[config.mk]
export PLATFORM = sky130hd
export DESIGN_NAME = uart_frame_receiver
export DESIGN_NICKNAME = d
export VERILOG_FILES = /design/src/rtl/uart_frame_receiver.sv
export SDC_FILE = /design/constraint.sdc
export NUM_CORES = 1
export LEC_CHECK = 0
export CORE_ASPECT_RATIO = 0.75
export CORE_MARGIN = 2
export CORE_UTILIZATION = 45
export DETAILED_ROUTE_END_ITERATION = 8
export PLACE_DENSITY = 0.72
export SLEW_MARGIN = 20
export SYNTH_ARGS = -nofsm -noshare
export SYNTH_HDL_FRONTEND = slang
export SYNTH_SLANG_ARGS = --single-unit
[constraint.sdc]
create_clock -name clock -period 2.35 [get_ports clock]
set_input_delay 0.3525 -clock clock [delete_from_list [all_inputs] [get_ports clock]]
set_output_delay 0.3525 -clock clock [all_outputs]
set_load 0.01 [all_outputs]
[src/rtl/uart_frame_receiver.sv]
// uart_frame_receiver
//
// Rebuilds one 20-bit message from three back-to-back 10-bit serial characters
// (start 0, 8 data bits LSB-first, stop 1; line idles high).
//   char 0 -> message[19:12], char 1 -> message[11:4],
//   char 2 -> {message[3:0], 4'b0000} (first four data bits on the wire are pad).
//
// Ports:
//   clock         system clock
//   reset         synchronous, active-high
//   serialIn      asynchronous serial line, idle high
//   message       last good message, held until the next good frame
//   messageValid  one-cycle pulse when message updates
//   framingError  one-cycle pulse when a frame is discarded
//   busy          high from the first start edge until the frame completes or aborts
//
// Optional feature: define RX_PAD_CHECK_EN to reject frames whose char-2 pad
// nibble is not zero. Without it the pad bits are ignored.

module uart_frame_receiver #(
    parameter int unsigned CLKS_PER_BIT = 10,
    parameter int unsigned GAP_TIMEOUT  = 20
) (
    input  logic        clock,
    input  logic        reset,
    input  logic        serialIn,
    output logic [19:0] message,
    output logic        messageValid,
    output logic        framingError,
    output logic        busy
);

    localparam int unsigned HALF    = CLKS_PER_BIT / 2;
    localparam int unsigned CNT_MAX = (CLKS_PER_BIT > GAP_TIMEOUT) ? CLKS_PER_BIT : GAP_TIMEOUT;
    localparam int unsigned CNT_W   = $clog2(CNT_MAX + 1);

    typedef enum logic [2:0] {
        StHunt,
        StIdle,
        StStart,
        StData,
        StStop,
        StGap,
        StDone
    } state_e;

    state_e           state;
    logic             rx_meta;
    logic             rxs;
    logic [CNT_W-1:0] cnt;
    logic [2:0]       bit_cnt;
    logic [1:0]       char_idx;
    logic [7:0]       shift;
    logic [7:0]       byte0;
    logic [7:0]       byte1;

    always_ff @(posedge clock) begin
        if (reset) begin
            // Synchronizer resets to the idle level so reset never looks like a start edge.
            rx_meta      <= 1'b1;
            rxs          <= 1'b1;
            state        <= StHunt;
            cnt          <= '0;
            bit_cnt      <= '0;
            char_idx     <= '0;
            shift        <= '0;
            byte0        <= '0;
            byte1        <= '0;
            message      <= '0;
            messageValid <= 1'b0;
            framingError <= 1'b0;
            busy         <= 1'b0;
        end else begin
            rx_meta      <= serialIn;
            rxs          <= rx_meta;
            messageValid <= 1'b0;
            framingError <= 1'b0;

            unique case (state)
                // Require a full bit time of idle before trusting any falling edge.
                StHunt: begin
                    if (!rxs) begin
                        cnt <= '0;
                    end else if (cnt == CNT_W'(CLKS_PER_BIT - 1)) begin
                        cnt   <= '0;
                        state <= StIdle;
                    end else begin
                        cnt <= cnt + 1'b1;
                    end
                end

                StIdle: begin
                    if (!rxs) begin
                        state    <= StStart;
                        busy     <= 1'b1;
                        cnt      <= '0;
                        char_idx <= '0;
                    end
                end

                StStart: begin
                    if (cnt == CNT_W'(HALF - 1)) begin
                        cnt <= '0;
                        if (rxs) begin
                            if (char_idx == 2'd0) begin
                                // Glitch before any character: quietly drop it.
                                state <= StIdle;
                                busy  <= 1'b0;
                            end else begin
                                framingError <= 1'b1;
                                busy         <= 1'b0;
                                state        <= StHunt;
                            end
                        end else begin
                            bit_cnt <= '0;
                            state   <= StData;
                        end
                    end else begin
                        cnt <= cnt + 1'b1;
                    end
                end

                StData: begin
                    if (cnt == CNT_W'(CLKS_PER_BIT - 1)) begin
                        cnt   <= '0;
                        shift <= {rxs, shift[7:1]};
                        if (bit_cnt == 3'd7) begin
                            state <= StStop;
                        end else begin
                            bit_cnt <= bit_cnt + 3'd1;
                        end
                    end else begin
                        cnt <= cnt + 1'b1;
                    end
                end

                StStop: begin
                    if (cnt == CNT_W'(CLKS_PER_BIT - 1)) begin
                        cnt <= '0;
                        if (!rxs) begin
                            framingError <= 1'b1;
                            busy         <= 1'b0;
                            state        <= StHunt;
                        end else if (char_idx == 2'd2) begin
                            state <= StDone;
                        end else begin
                            if (char_idx == 2'd0) begin
                                byte0 <= shift;
                            end else begin
                                byte1 <= shift;
                            end
                            char_idx <= char_idx + 2'd1;
                            state    <= StGap;
                        end
                    end else begin
                        cnt <= cnt + 1'b1;
                    end
                end

                // Each character resyncs on its own start edge.
                StGap: begin
                    if (!rxs) begin
                        cnt   <= '0;
                        state <= StStart;
                    end else if (cnt == CNT_W'(GAP_TIMEOUT - 1)) begin
                        cnt          <= '0;
                        framingError <= 1'b1;
                        busy         <= 1'b0;
                        state        <= StHunt;
                    end else begin
                        cnt <= cnt + 1'b1;
                    end
                end

                StDone: begin
                    busy <= 1'b0;
`ifdef RX_PAD_CHECK_EN
                    if (shift[3:0] != 4'b0000) begin
                        framingError <= 1'b1;
                        cnt          <= '0;
                        state        <= StHunt;
                    end else begin
                        message      <= {byte0, byte1, shift[7:4]};
                        messageValid <= 1'b1;
                        state        <= StIdle;
                    end
`else
                    message      <= {byte0, byte1, shift[7:4]};
                    messageValid <= 1'b1;
                    state        <= StIdle;
`endif
                end

                default: begin
                    state <= StHunt;
                    busy  <= 1'b0;
                    cnt   <= '0;
                end
            endcase
        end
    end

endmodule

# Yosys cells after proc, flatten, opt, wreduce, memory -nomap -nowiden
# Index checks and enable logic that the tools add are counted.
[classes]
n_addsub = 3
n_reduce_logical = 14
n_bitwise = 4
eq_ne = 27
muxes = 48
[op_table]
columns = ["operator", "count"]
rows = [
  ["$mux 3", 15],
  ["$mux 5", 6],
  ["$ne 2x2->1 const B", 15],
  ["$pmux 5 s6", 1],
  ["$pmux 3 s7", 1],
  ["$reduce_and 5->1", 4],
  ["$mux 1", 16],
  ["$reduce_and 8->1", 2],
  ["$eq 3x3->1 const B", 4],
  ["$mux 2", 5],
  ["$eq 3x2->1 const B", 2],
  ["$pmux 3 s2", 1],
  ["$add 5x1->5 const B", 1],
  ["$eq 5x3->1 const B", 1],
  ["$eq 5x4->1 const B", 1],
  ["$eq 5x5->1 const B", 1],
  ["$pmux 1 s5", 1],
  ["$not 1->1", 4],
  ["$pmux 2 s2", 1],
  ["$reduce_and 2->1", 2],
  ["$reduce_bool 2->1", 2],
  ["$reduce_or 2->1", 2],
  ["$add 3x1->3 const B", 1],
  ["$eq 3x1->1 const B", 1],
  ["other kinds (6)", 6],
]
[totals]
ff_bits = 62
output_inout_bits = 23
inputBits = 3
word_cells = 109

# Logic depth before layout (Yosys ltp)
[depth]
word_depth = 5
ltp_mapped = 8
depth_no_buf = 7

# Worst setup path before layout
# No wires, ideal clock.
[synth_timing]
path_type = "reg2reg"
startpoint = "reg cnt[0]"
endpoint = "reg state[1]"
path_stages_with_launch = 7
setup_slack_ps = 628
t_required_ps = 2264
setup_time_ps = 86
arrival_ps = 1637
cell_sequence = "dfxtp_1 ha_1 nor4bb_1 o32a_2 and3_1 nor2_1 a211oi_1"
[synth_via]
elab_chain_cells = 3
elab_cells_between_ends = 9
classes_between = "8 x eq/ne; 1 x reduce/logical"
[synth_rtl]
columns = ["element", "line_no", "text"]
rows = [
  ["from (decl)", "50", "logic [CNT_W-1:0] cnt;"],
  ["from (signal assigned)", "88", "cnt <= cnt + 1'b1;"],
  ["from (signal assigned)", "119", "cnt <= cnt + 1'b1;"],
  ["from (signal assigned)", "133", "cnt <= cnt + 1'b1;"],
  ["$eq 5x5->1, or another cell as far along", "165", "end else if (cnt == CNT_W'(GAP_TIMEOUT - 1)) begin"],
  ["$ne 3x3->1 (no line) / $ne 2x2->1 (equally long branches)", "--", ""],
  ["$reduce_and 8->1 (no line) *", "--", ""],
  ["to (signal assigned)", "164", "state <= StStart;"],
  ["to (signal assigned)", "169", "state <= StHunt;"],
  ["to (signal assigned)", "190", "state <= StIdle;"],
  ["to (decl)", "47", "state_e state;"],
]
# Mark *: on every way between the ends. The rest lies on a longest branch, timed or not.
# A chain may end at the register's enable or synchronous reset.

# Final worst setup path
[layout_timing]
startpoint = "reg state[2]"
endpoint = "reg busy"
[layout_via]
elab_chain_cells = 4
elab_cells_between_ends = 17
classes_between = "12 x eq/ne; 1 x mux; 1 x bitwise; 3 x reduce/logical"
[layout_rtl]
columns = ["element", "line_no", "text"]
rows = [
  ["from (signal assigned)", "62", "state <= StHunt;"],
  ["from (signal assigned)", "86", "state <= StIdle;"],
  ["from (signal assigned)", "94", "state <= StStart;"],
  ["$eq 3x2->1 / $logic_not 3->1 (equally long branches)", "79", "unique case (state)"],
  ["$reduce_or 2->1 (no line)", "--", ""],
  ["$not 1->1 (no line)", "--", ""],
  ["$reduce_and 8->1 (no line)", "--", ""],
  ["to (signal assigned)", "72", "busy <= 1'b0;"],
  ["to (signal assigned)", "95", "busy <= 1'b1;"],
  ["to (signal assigned)", "108", "busy <= 1'b0;"],
  ["to (decl)", "30", "output logic busy"],
]
# Parallel ways exist; a longest one is shown, timed or not.

==> flow_metrics.tcl <==
set metrics [dict create \
    start_kind "flip-flop" \
    hold_path_startpoint "reset" \
    critPathMaxStageDelay_ns 0.63 \
    setup_tns_ns 0 \
    cp.arrival_ns 2.34 \
    worst_r2r_path_depth 5 \
    crit_type "flip-flop to flip-flop" \
    io_pins 26 \
    viasPerCell 5.25 \
    cellLeakagePower_nw 1.20 \
    ys_seq_area_share_pct 46.2 \
    crit_slowest_cell "dfxtp_1" \
    insertion_delay_ns 0.34 \
    pre_cts_slack_ns 0.263 \
    cts_tree "yes" \
    fin_crit_ns 2.12 \
    seqCellArea_sq_mm 0.00124 \
    p_per_area_mw_per_mm2 814 \
    io_buffers 25 \
    cts_max_path_buffers 2 \
    drive_above_1_share_pct 8.88 \
    fin_skew_ns 0.00736 \
    synth-seq-cells 62 \
    grt_setup_unrepaired "false" \
    syn_nets 321 \
    post-route-period-util_pct 90.4 \
    wire_per_inst_um 13.6 \
    setup_violations 0 \
    cp_cell_sequence "inv_1 -> or4_1 -> a22oi_1 -> mux2i_1 -> nor2_1" \
    cts-htree-levels 3 \
    cts.reportedPaths.clkPinSlew_ns 0.07 \
    synth_area_per_cell_sq_um 8.65 \
    fin_ws_ns 0.226 \
    cts-root-buf "clkbuf_8" \
    antenna_found_initial 0 \
    synth-edff-count 0 \
    synthToLayoutAreaGrowth_pct 20.1 \
    wl_um 5680 \
    fillerInstances 525 \
    grt_pass1_wl_um 9590 \
    row_count 24 \
    syn-cell-area_sq_mm 0.00269 \
    multi_input_comb_area_sq_mm 0.00133 \
    grt_pass1_vias 2013 \
    drv_cap 0 \
    drc_errors 0 \
    p_total_mw 2.63 \
    gp_congestion 0.849 \
    run_status "finished clean" \
    nNetsFinal 344 \
    drt_iter0_markers 199 \
    vias 2185 \
    netlist_instances 311 \
    final_hold_viol_count 0 \
    firstDrtPassIters 5 \
    synthFlopType "dfxtp_1" \
    async_reset_ff_share_pct 0 \
    yosysWarningCount 0 \
    end_kind "flip-flop" \
    core_area_sq_mm 0.00580 \
    cts.sinks 62 \
    diodes 0 \
    rr_endpoint "busy" \
    die_width_um 93.3 \
    vdd_ir_drop_max_mv 0.408 \
    relSlewSlack_pct 50.2 \
    gr-total-overflow 0 \
    cts.repair.resized 0 \
    dp_hpwl_um 3760 \
    critPathMaxFanout 16 \
    fmax_ghz 0.471 \
    start_util_pct 46.4 \
    post_cts_buffers 0 \
    crit_family "flip-flops" \
    maxSlewViolCount 0 \
    min_path_type "input pin to flip-flop" \
    grt_max_degree 46 \
    regToRegStartpoint "state[2]" \
    ant_nets 0 \
    min_to "messageValid" \
    regToRegSetupSlack_ns 0.23 \
    die_area_sq_mm 0.00662 \
    track_usage_pct 18.7 \
    tightest_slew_ns 0.746 \
    synth_cell_types 49 \
    hold_buffers 0 \
    crit_required_ns 2.57 \
    worst-path-buf-inv 1 \
    die_height_um 70.9 \
    hold_depth 2 \
    cts-buffers-inserted 9 \
]
-- final cells by class --
cell class / count / share of cell area (%)
tap: 78 / 3.02
clock inverter: 4 / 2.94
timing repair buffer: 32 / 9.22
inverter: 8 / 0.930
multi-input combinational: 221 / 41.1
clock buffer: 11 / 4.38
sequential: 62 / 38.4
-- routing by layer --
metal,share of wire (%),global-route usage [%],vias up
met2,41,24.6,59
met1,52,27.6,997
met5,0,0,-
met4,1.8,9.64,0
met3,5.1,5.43,10
li1,-,-,1119
-- report_power, final --
group | internal (mW) | switching, mW | total (mW) | leakage, nW
registers | 1.08 | 0.0778 | 1.16 | 0.500
logic | 0.163 | 0.189 | 0.352 | 0.578
clock network | 0.726 | 0.391 | 1.12 | 0.119
total | 1.97 | 0.657 | 2.63 | 1.20
-- cells in the mapped netlist, drive strengths merged, types with 2 or more instances --
master    n  area [sq um]
a31oi     2          27.5
or3b      3          26.3
a211oi    2          15.0
a22o      5          43.8
nor3      2          10.0
buf       8          46.3
nor2b     2          12.5
a21oi    37           189
nor3b     2          15.0
mux2i    18           180
nand2    59           221
nor4      2          12.5
o21ai    11          55.1
nor2     27           104
nand4b    2          17.5
clkbuf   12          45.0
dfxtp    62          1240
inv       8          30.0
nand3     7          35.0
a211o     3          26.3
and3      2          12.5
or4       2          15.0
ha        7          87.6
nand4bb   2          22.5
or2       3          18.8
o31ai     2          15.0
nand2b    4          25.0
-- how the worst max path moves through the flow --
stage	start	to	slack (ns)	cells past startpoint
after floorplan	cnt[0]	state[1]	0.63	6
after global placement	cnt[0]	state[1]	0.30	6
after detailed placement	state[2]	busy	0.26	5
after CTS	cnt[0]	state[2]	0.24	6
after global routing	cnt[0]	state[2]	0.03	6
final	state[2]	busy	0.23	5
-- through the flow --
step           util [%]  instances  hold WS, ns  cell area (sq um)
2_1_floorplan         -        311        0.389               2690
3_3_place_gp       51.6        401        0.391               2990
3_5_place_dp       51.6        401        0.393               2990
4_1_cts            55.7        416        0.364               3230
5_1_grt            55.7        416        0.382               3230
6_report           55.7        416        0.371               3230
-- placed cells by master, fill, tap and decap left out, types with 2 or more instances in the layout --
| cell | instances |
|---|---|
| dfxtp_1 | 62 |
| nand2_1 | 59 |
| a21oi_1 | 36 |
| nor2_1 | 26 |
| clkdlybuf4s50_1 | 24 |
| mux2i_1 | 18 |
| o21ai_0 | 11 |
| clkbuf_8 | 10 |
| inv_1 | 8 |
| nand3_1 | 7 |
| ha_1 | 7 |
| buf_4 | 7 |
| a22o_1 | 5 |
| nand2b_1 | 4 |
| or3b_1 | 3 |
| a211o_1 | 3 |
| bufinv_16 | 3 |
| nand4bb_1 | 2 |
| nor4_1 | 2 |
| nor2b_1 | 2 |
| and3_1 | 2 |
| a211oi_1 | 2 |
| nor3b_1 | 2 |
| nor3_1 | 2 |
| nand4b_1 | 2 |
| or4_1 | 2 |
| or2_2 | 2 |
| o31ai_1 | 2 |
-- kinds of logic after synthesis --
kind of cell	Yosys count	share of synthesized area, %
AO/OA/AOI/OAI	68	16.0
adder cells (fa/ha/maj)	7	3.26
XOR/XNOR	2	0.652
multiplexers	19	7.12
buffers and inverters	28	4.51
flip-flops	62	46.2
AND/OR/NAND/NOR	125	22.3
-- flip-flops by register name (all words and copies together), names as in the netlist, 2 cells and up --
| signal | cells |
|---|---|
| bit_cnt | 3 |
| byte0 | 8 |
| byte1 | 8 |
| char_idx | 2 |
| cnt | 5 |
| message | 20 |
| shift | 8 |
| state | 3 |
No activity file was read; power rests on OpenSTA's default activity.
